`config.mk`:
```
export PLATFORM = sky130hd
export DESIGN_NAME = alu_share_arbiter
export DESIGN_NICKNAME = d
export VERILOG_FILES = /design/src/rtl/alu_share_arbiter.sv
export SDC_FILE = /design/constraint.sdc
export NUM_CORES = 1
export LEC_CHECK = 0
export CORE_MARGIN = 5
export CORE_UTILIZATION = 39
export DETAILED_ROUTE_END_ITERATION = 16
export PLACE_DENSITY = 0.81
export SLEW_MARGIN = 10
export SYNTH_ARGS = -nofsm -noshare
export SYNTH_HDL_FRONTEND = slang
export SYNTH_SLANG_ARGS = --single-unit
```
`constraint.sdc`:
```
create_clock -name clock -period 3.8 [get_ports clock]
set_input_delay 0.76 -clock clock [delete_from_list [all_inputs] [get_ports clock]]
set_output_delay 0.76 -clock clock [all_outputs]
set_load 0.01 [all_outputs]
```
`src/rtl/alu_share_arbiter.sv`:
```
// alu_share_arbiter: round-robin sequencer sharing one combinational ALU between two requesters
module alu_share_arbiter #(
  parameter int WIDTH = 32,
  parameter int OP_W  = 5
) (
  input  logic             clock,
  input  logic             reset,
  input  logic             req0_valid,
  output logic             req0_ready,
  input  logic [OP_W-1:0]  req0_opcode,
  input  logic [WIDTH-1:0] req0_A,
  input  logic [WIDTH-1:0] req0_B,
  input  logic             req1_valid,
  output logic             req1_ready,
  input  logic [OP_W-1:0]  req1_opcode,
  input  logic [WIDTH-1:0] req1_A,
  input  logic [WIDTH-1:0] req1_B,
  output logic             resp_valid,
  input  logic             resp_ready,
  output logic             resp_id,
  output logic [WIDTH-1:0] resp_result,
  output logic [OP_W-1:0]  alu_opcode,
  output logic [WIDTH-1:0] alu_data_A,
  output logic [WIDTH-1:0] alu_data_B,
  input  logic [WIDTH-1:0] alu_result
);
  typedef enum logic [1:0] {IDLE, EXEC, RESP} state_t;
  state_t           state_q, state_d;
  logic             last_grant_q, last_grant_d;
  logic             resp_valid_q, resp_valid_d;
  logic             resp_id_q, resp_id_d;
  logic [WIDTH-1:0] resp_result_q, resp_result_d;
  logic [OP_W-1:0]  alu_op_q, alu_op_d;
  logic [WIDTH-1:0] alu_a_q, alu_a_d;
  logic [WIDTH-1:0] alu_b_q, alu_b_d;
  logic             idle, accept, gnt;
  // ties go to the requester not served last; nothing is offered while reset is high
  assign idle       = (state_q == IDLE) && !reset;
  assign req0_ready = idle && req0_valid && (!req1_valid || last_grant_q);
  assign req1_ready = idle && req1_valid && (!req0_valid || !last_grant_q);
  assign accept     = req0_ready || req1_ready;
  assign gnt        = req1_ready;
  assign resp_valid  = resp_valid_q;
  assign resp_id     = resp_id_q;
  assign resp_result = resp_result_q;
  assign alu_opcode  = alu_op_q;
  assign alu_data_A  = alu_a_q;
  assign alu_data_B  = alu_b_q;
  // next state: latch operands on accept, capture result in EXEC, release on response handshake
  always_comb begin
    state_d       = accept ? EXEC :
                    (state_q == EXEC) ? RESP :
                    (state_q == RESP && resp_ready) ? IDLE : state_q;
    alu_op_d      = accept ? (gnt ? req1_opcode : req0_opcode) : alu_op_q;
    alu_a_d       = accept ? (gnt ? req1_A : req0_A) : alu_a_q;
    alu_b_d       = accept ? (gnt ? req1_B : req0_B) : alu_b_q;
    resp_id_d     = accept ? gnt : resp_id_q;
    last_grant_d  = accept ? gnt : last_grant_q;
    resp_result_d = (state_q == EXEC) ? alu_result : resp_result_q;
    resp_valid_d  = (state_q == EXEC) ? 1'b1 :
                    (state_q == RESP && resp_ready) ? 1'b0 : resp_valid_q;
  end
  // state registers; reset discards any in-flight operation
  always_ff @(posedge clock or posedge reset) begin
    if (reset) begin
      state_q       <= IDLE;
      last_grant_q  <= 1'b1;
      resp_valid_q  <= 1'b0;
      resp_id_q     <= 1'b0;
      resp_result_q <= '0;
      alu_op_q      <= '0;
      alu_a_q       <= '0;
      alu_b_q       <= '0;
    end else begin
      state_q       <= state_d;
      last_grant_q  <= last_grant_d;
      resp_valid_q  <= resp_valid_d;
      resp_id_q     <= resp_id_d;
      resp_result_q <= resp_result_d;
      alu_op_q      <= alu_op_d;
      alu_a_q       <= alu_a_d;
      alu_b_q       <= alu_b_d;
    end
  end
endmodule

```
# ---- After elaboration in Yosys (flattened, before gate mapping)
# Cells that the tools add are included.
dict set report word_totals {
  register_bits 106
  elab_cells 34
}
dict set report op_classes {
  eq_ne 2
  n_mux 8
  n_reduce_logical 16
}
# cell count
set op_table {}
lappend op_table {{$mux 32} 2}
lappend op_table {{$logic_and 1x1->1} 6}
lappend op_table {{$mux 2} 3}
lappend op_table {{$mux 5} 1}
lappend op_table {{$logic_not 1->1} 4}
lappend op_table {{$logic_or 1x1->1} 3}
lappend op_table {{$reduce_bool 3->1} 1}
lappend op_table {{$eq 2x1->1 const B} 1}
lappend op_table {{$eq 2x2->1 const B} 1}
lappend op_table {{$logic_not 2->1} 1}
lappend op_table {{$mux 1} 2}
lappend op_table {{$reduce_bool 2->1} 1}

# ---- Longest topological paths before layout
dict set report logic_depth {
  ltp_word 6
  mapped_depth 6
}

# ---- Worst setup path after synthesis
# No wires, ideal clock.
dict set report synth_timing {
  path_kind {input to output}
  start {in reset}
  end {out req1_ready}
  arrival_ps 1486
  t_required_ps 3040
  setup_slack_ps 1554
  path_stages 4
  n_path_buf 2
  cell_sequence {or3_1 > buf_6 > buf_6 > nor2_4}
}
dict set report synth_via {
  elab_chain_len 4
}
# element line
set synth_lines {}
lappend synth_lines {{start, declared} 7} ;# input logic reset,
lappend synth_lines {{$logic_not 1->1 (no source line)} n/a}
lappend synth_lines {{$logic_and 1x1->1} 38} ;# assign idle = (state_q == IDLE) && !reset;
lappend synth_lines {{$logic_and 1x1->1 (2 in series)} 40} ;# assign req1_ready = idle && req1_valid && (!req0_valid || !last_grant_q);
lappend synth_lines {{end, declared} 14} ;# output logic req1_ready,
# No other way between the ends.

# ---- Worst setup path in the final report
# Same ends and word-level chain as after synthesis.

==> flow_summary.yaml <==
floorplan:
  design.core.area_um2: 12600
  fp.dieArea_um2: 15200
  fp-row-count: 41
  design.portCount: 280
  floorplan.die.height_um: 123
  die-width_um: 123
  start_util_pct: 39.8
setup_path:
  worstReg2RegStart: "state_q[1]$_DFFE_PP0P_"
  timing.setup.critical_path_class: "in -> out"
  timing.critical_path.to_type: "primary output"
  reg2regPathDepth: 4
  timing.critical_path.required_ns: 3.04
  crit_path_start_kind: "primary input"
  r2r_end: "alu_data_A[9]$_DFFE_PP0P_"
  worst-endpoint-arrival_ns: 2.47
  critical_path_peak_fanout: 3
  r2r_slack_ns: 1.71
sta:
  tightestPinTransition_ns: 0.958
  hold_ws_ns: 0.486
  clock.fmax_ghz: 0.310
  timing_max_transition_violations_final: 0
  unrepaired_setup_endpoints_after_global_routing: "no"
  finalClockSkew_ns: 0.00632
  post-route-period-util_pct: 85.0
  timing.slew.headroom_pct: 36.0
  final-hold-violation-count: 0
  final_critical_path_setup_slack_ns: 0.571
  timing.final.setup_violations: 0
  final.min_clock_period_ns: 3.23
  totalNegativeSetupSlack_ns: 0
final_layout:
  antenna_cells: 0
  finish.instance_area_um2: 8060
  layout.cells.most_common_list: "clkdlybuf4s50_1, dfrtp_1, a21oi_1, nand3_1"
  layout_commonest_cell: "clkdlybuf4s50_1"
  drive_gt1_share_pct: 4.61
  synthToLayoutAreaGrowth_pct: 61.3
  fillCellCount: 975
  final_net_count: 908
clock_tree:
  post_cts_setup_inserts: 0
  cts.htree.levels: 3
  post_cts_resize_count: 0
  cts-root-to-sink-buffers: 2
  cts-root-buf: "clkbuf_16"
  clock_insertion_delay_worst_skew_ns: 0.34
  tritoncts.num_buffers: 9
  hold_buffers: 0
  cts.reportedPaths.clkPinSlew_ns: 0.07
  cts_tree: "built"
  clock_sink_count: 106
yosys:
  syn-cell-area_um2: 5000
  yosys-top-cells-area: "dfrtp_1, a31oi_1, a21oi_1"
  synth.net_count: 667
  synth_warnings: 0
  ys_seq_area_share_pct: 53.1
  syn-instance-count: 492
  post-synth-top-area-fraction_pct: 52.6
  synthDominantAreaCellType: "dfrtp_1"
  synth-seq-cells: 106
  post_synth.cell_area_avg_um2: 10.2
  synthDistinctLibCells: 25
global_route:
  global_route.usage.total_pct: 22.9
  grt_first_pass_wirelength_um: 26800
  antenna_found_initial: 0
  pin_count_of_the_biggest_net_entering_global_routing: 77
  grt_pass1_vias: 5071
  aggregate_global_routing_overflow: 0
placement:
  total_cell_area_at_the_placement_stage_um2: 7730
  buffer_ports.inserted: 279
  dp.final_hpwl_um: 12700
  weighted_congestion_at_the_end_of_routability_driven_global_placement: 0.779
  placement.setup.worst_slack_ns: 0.569
outcome:
  outcome: "finished, final reports clean"
pwr:
  power_leakage_nw: 3.04
  powerDensity_nw_per_um2: 747
  peakVddDrop_v: 0.000375
  report.power.total_mw: 6.02
route:
  drt.antenna.violating_nets: 0
  num_vias: 4996
  drtIter0Drc: 321
  drtPass1Iterations: 4
  routedWlPerCell_um: 19.7
  drt_drc_violations_left: 0
  totalWireLength_um: 17900
  vias_per_cell: 5.50
worst_hold_path:
  min_to: "resp_result[19]$_DFFE_PP0P_"
  worstHoldPathCells: 1
  min-delay-path-class: "reg -> reg"
  hp-start: "resp_result[19]$_DFFE_PP0P_"
job:
  max-cap-violations: 0
where the power goes:
part           internal (mW)  switching, mW  leakage [nW]  total (mW)
Clock                  0.641          0.406         0.163        1.05
Sequential              1.70          0.338          1.19        2.04
Combinational           1.54           1.39          1.68        2.93
cells by family (layout without fill, tap and decap cells):
kind of cell,after synthesis,in the layout,share of synthesized area (%)
AND/OR/NAND/NOR,78,78,8.31
buffers and inverters,61,306,7.66
flip-flops,106,106,53.1
multiplexers,32,32,7.21
AO/OA/AOI/OAI,215,215,23.7
routing by layer:
layer	track usage (%)	part of all wire, %	vias up
li1	-	-	2308
met2	38.8	49	263
met5	0	0	-
met4	10.4	3.2	0
met3	6.72	10	35
met1	26.7	38	2390
cell usage after synthesis, drive strengths merged:
cell type  instances
mux2              32
and2               1
inv                4
a21boi             1
or2                1
a31oi             69
a21oi             71
nand2b             1
nor3               1
or3                1
dfstp              1
nor2b              1
dfrtp            105
nand2              1
a21o               4
clkbuf            18
nor2               1
a21bo              1
o21ai             69
buf               39
nand3             70
sequential cells by signal, summed over array words and instances, names as in the netlist:
signal        flops
alu_data_A       32
state_q           2
resp_result      32
resp_valid        1
last_grant_q      1
resp_id           1
alu_opcode        5
alu_data_B       32
worst max-delay path by stage:
stage / startpoint / to / slack, ns / cells after the start
2_1_floorplan: reset / alu_data_A[0]$_DFFE_PP0P_ / 0.25 / 1
3_3_place_gp: reset / req1_ready / 0.58 / 4
3_5_place_dp: reset / req1_ready / 0.57 / 4
4_1_cts: reset / req1_ready / 0.56 / 4
5_1_grt: reset / req0_ready / 0.47 / 5
6_report: reset / req1_ready / 0.57 / 4
through the flow:
step / utilization, % / std cells
final: 64.1 / 909
after floorplan: - / 492
after global placement: 61.5 / 894
after detailed placement: 61.5 / 894
after CTS: 64.1 / 909
after global routing: 64.1 / 909
worst max-delay path, cell delays in order:
cell and delay, ns:
clkdlybuf4s50_1 0.50, or3_2 0.49, nor2_4 0.15, clkdlybuf4s50_1 0.56
area by class of cell:
cell class | instances | area [um2] | area share, %
flip-flops and latches | 106 | 2650 | 32.9
clock buffers | 10 | 229 | 2.84
inverters | 4 | 17.5 | 0.217
well taps | 172 | 215 | 2.67
multi-input cells | 325 | 1980 | 24.5
repair buffers | 287 | 2870 | 35.5
clock inverters | 5 | 104 | 1.29
(Power assumes the default switching activity.)
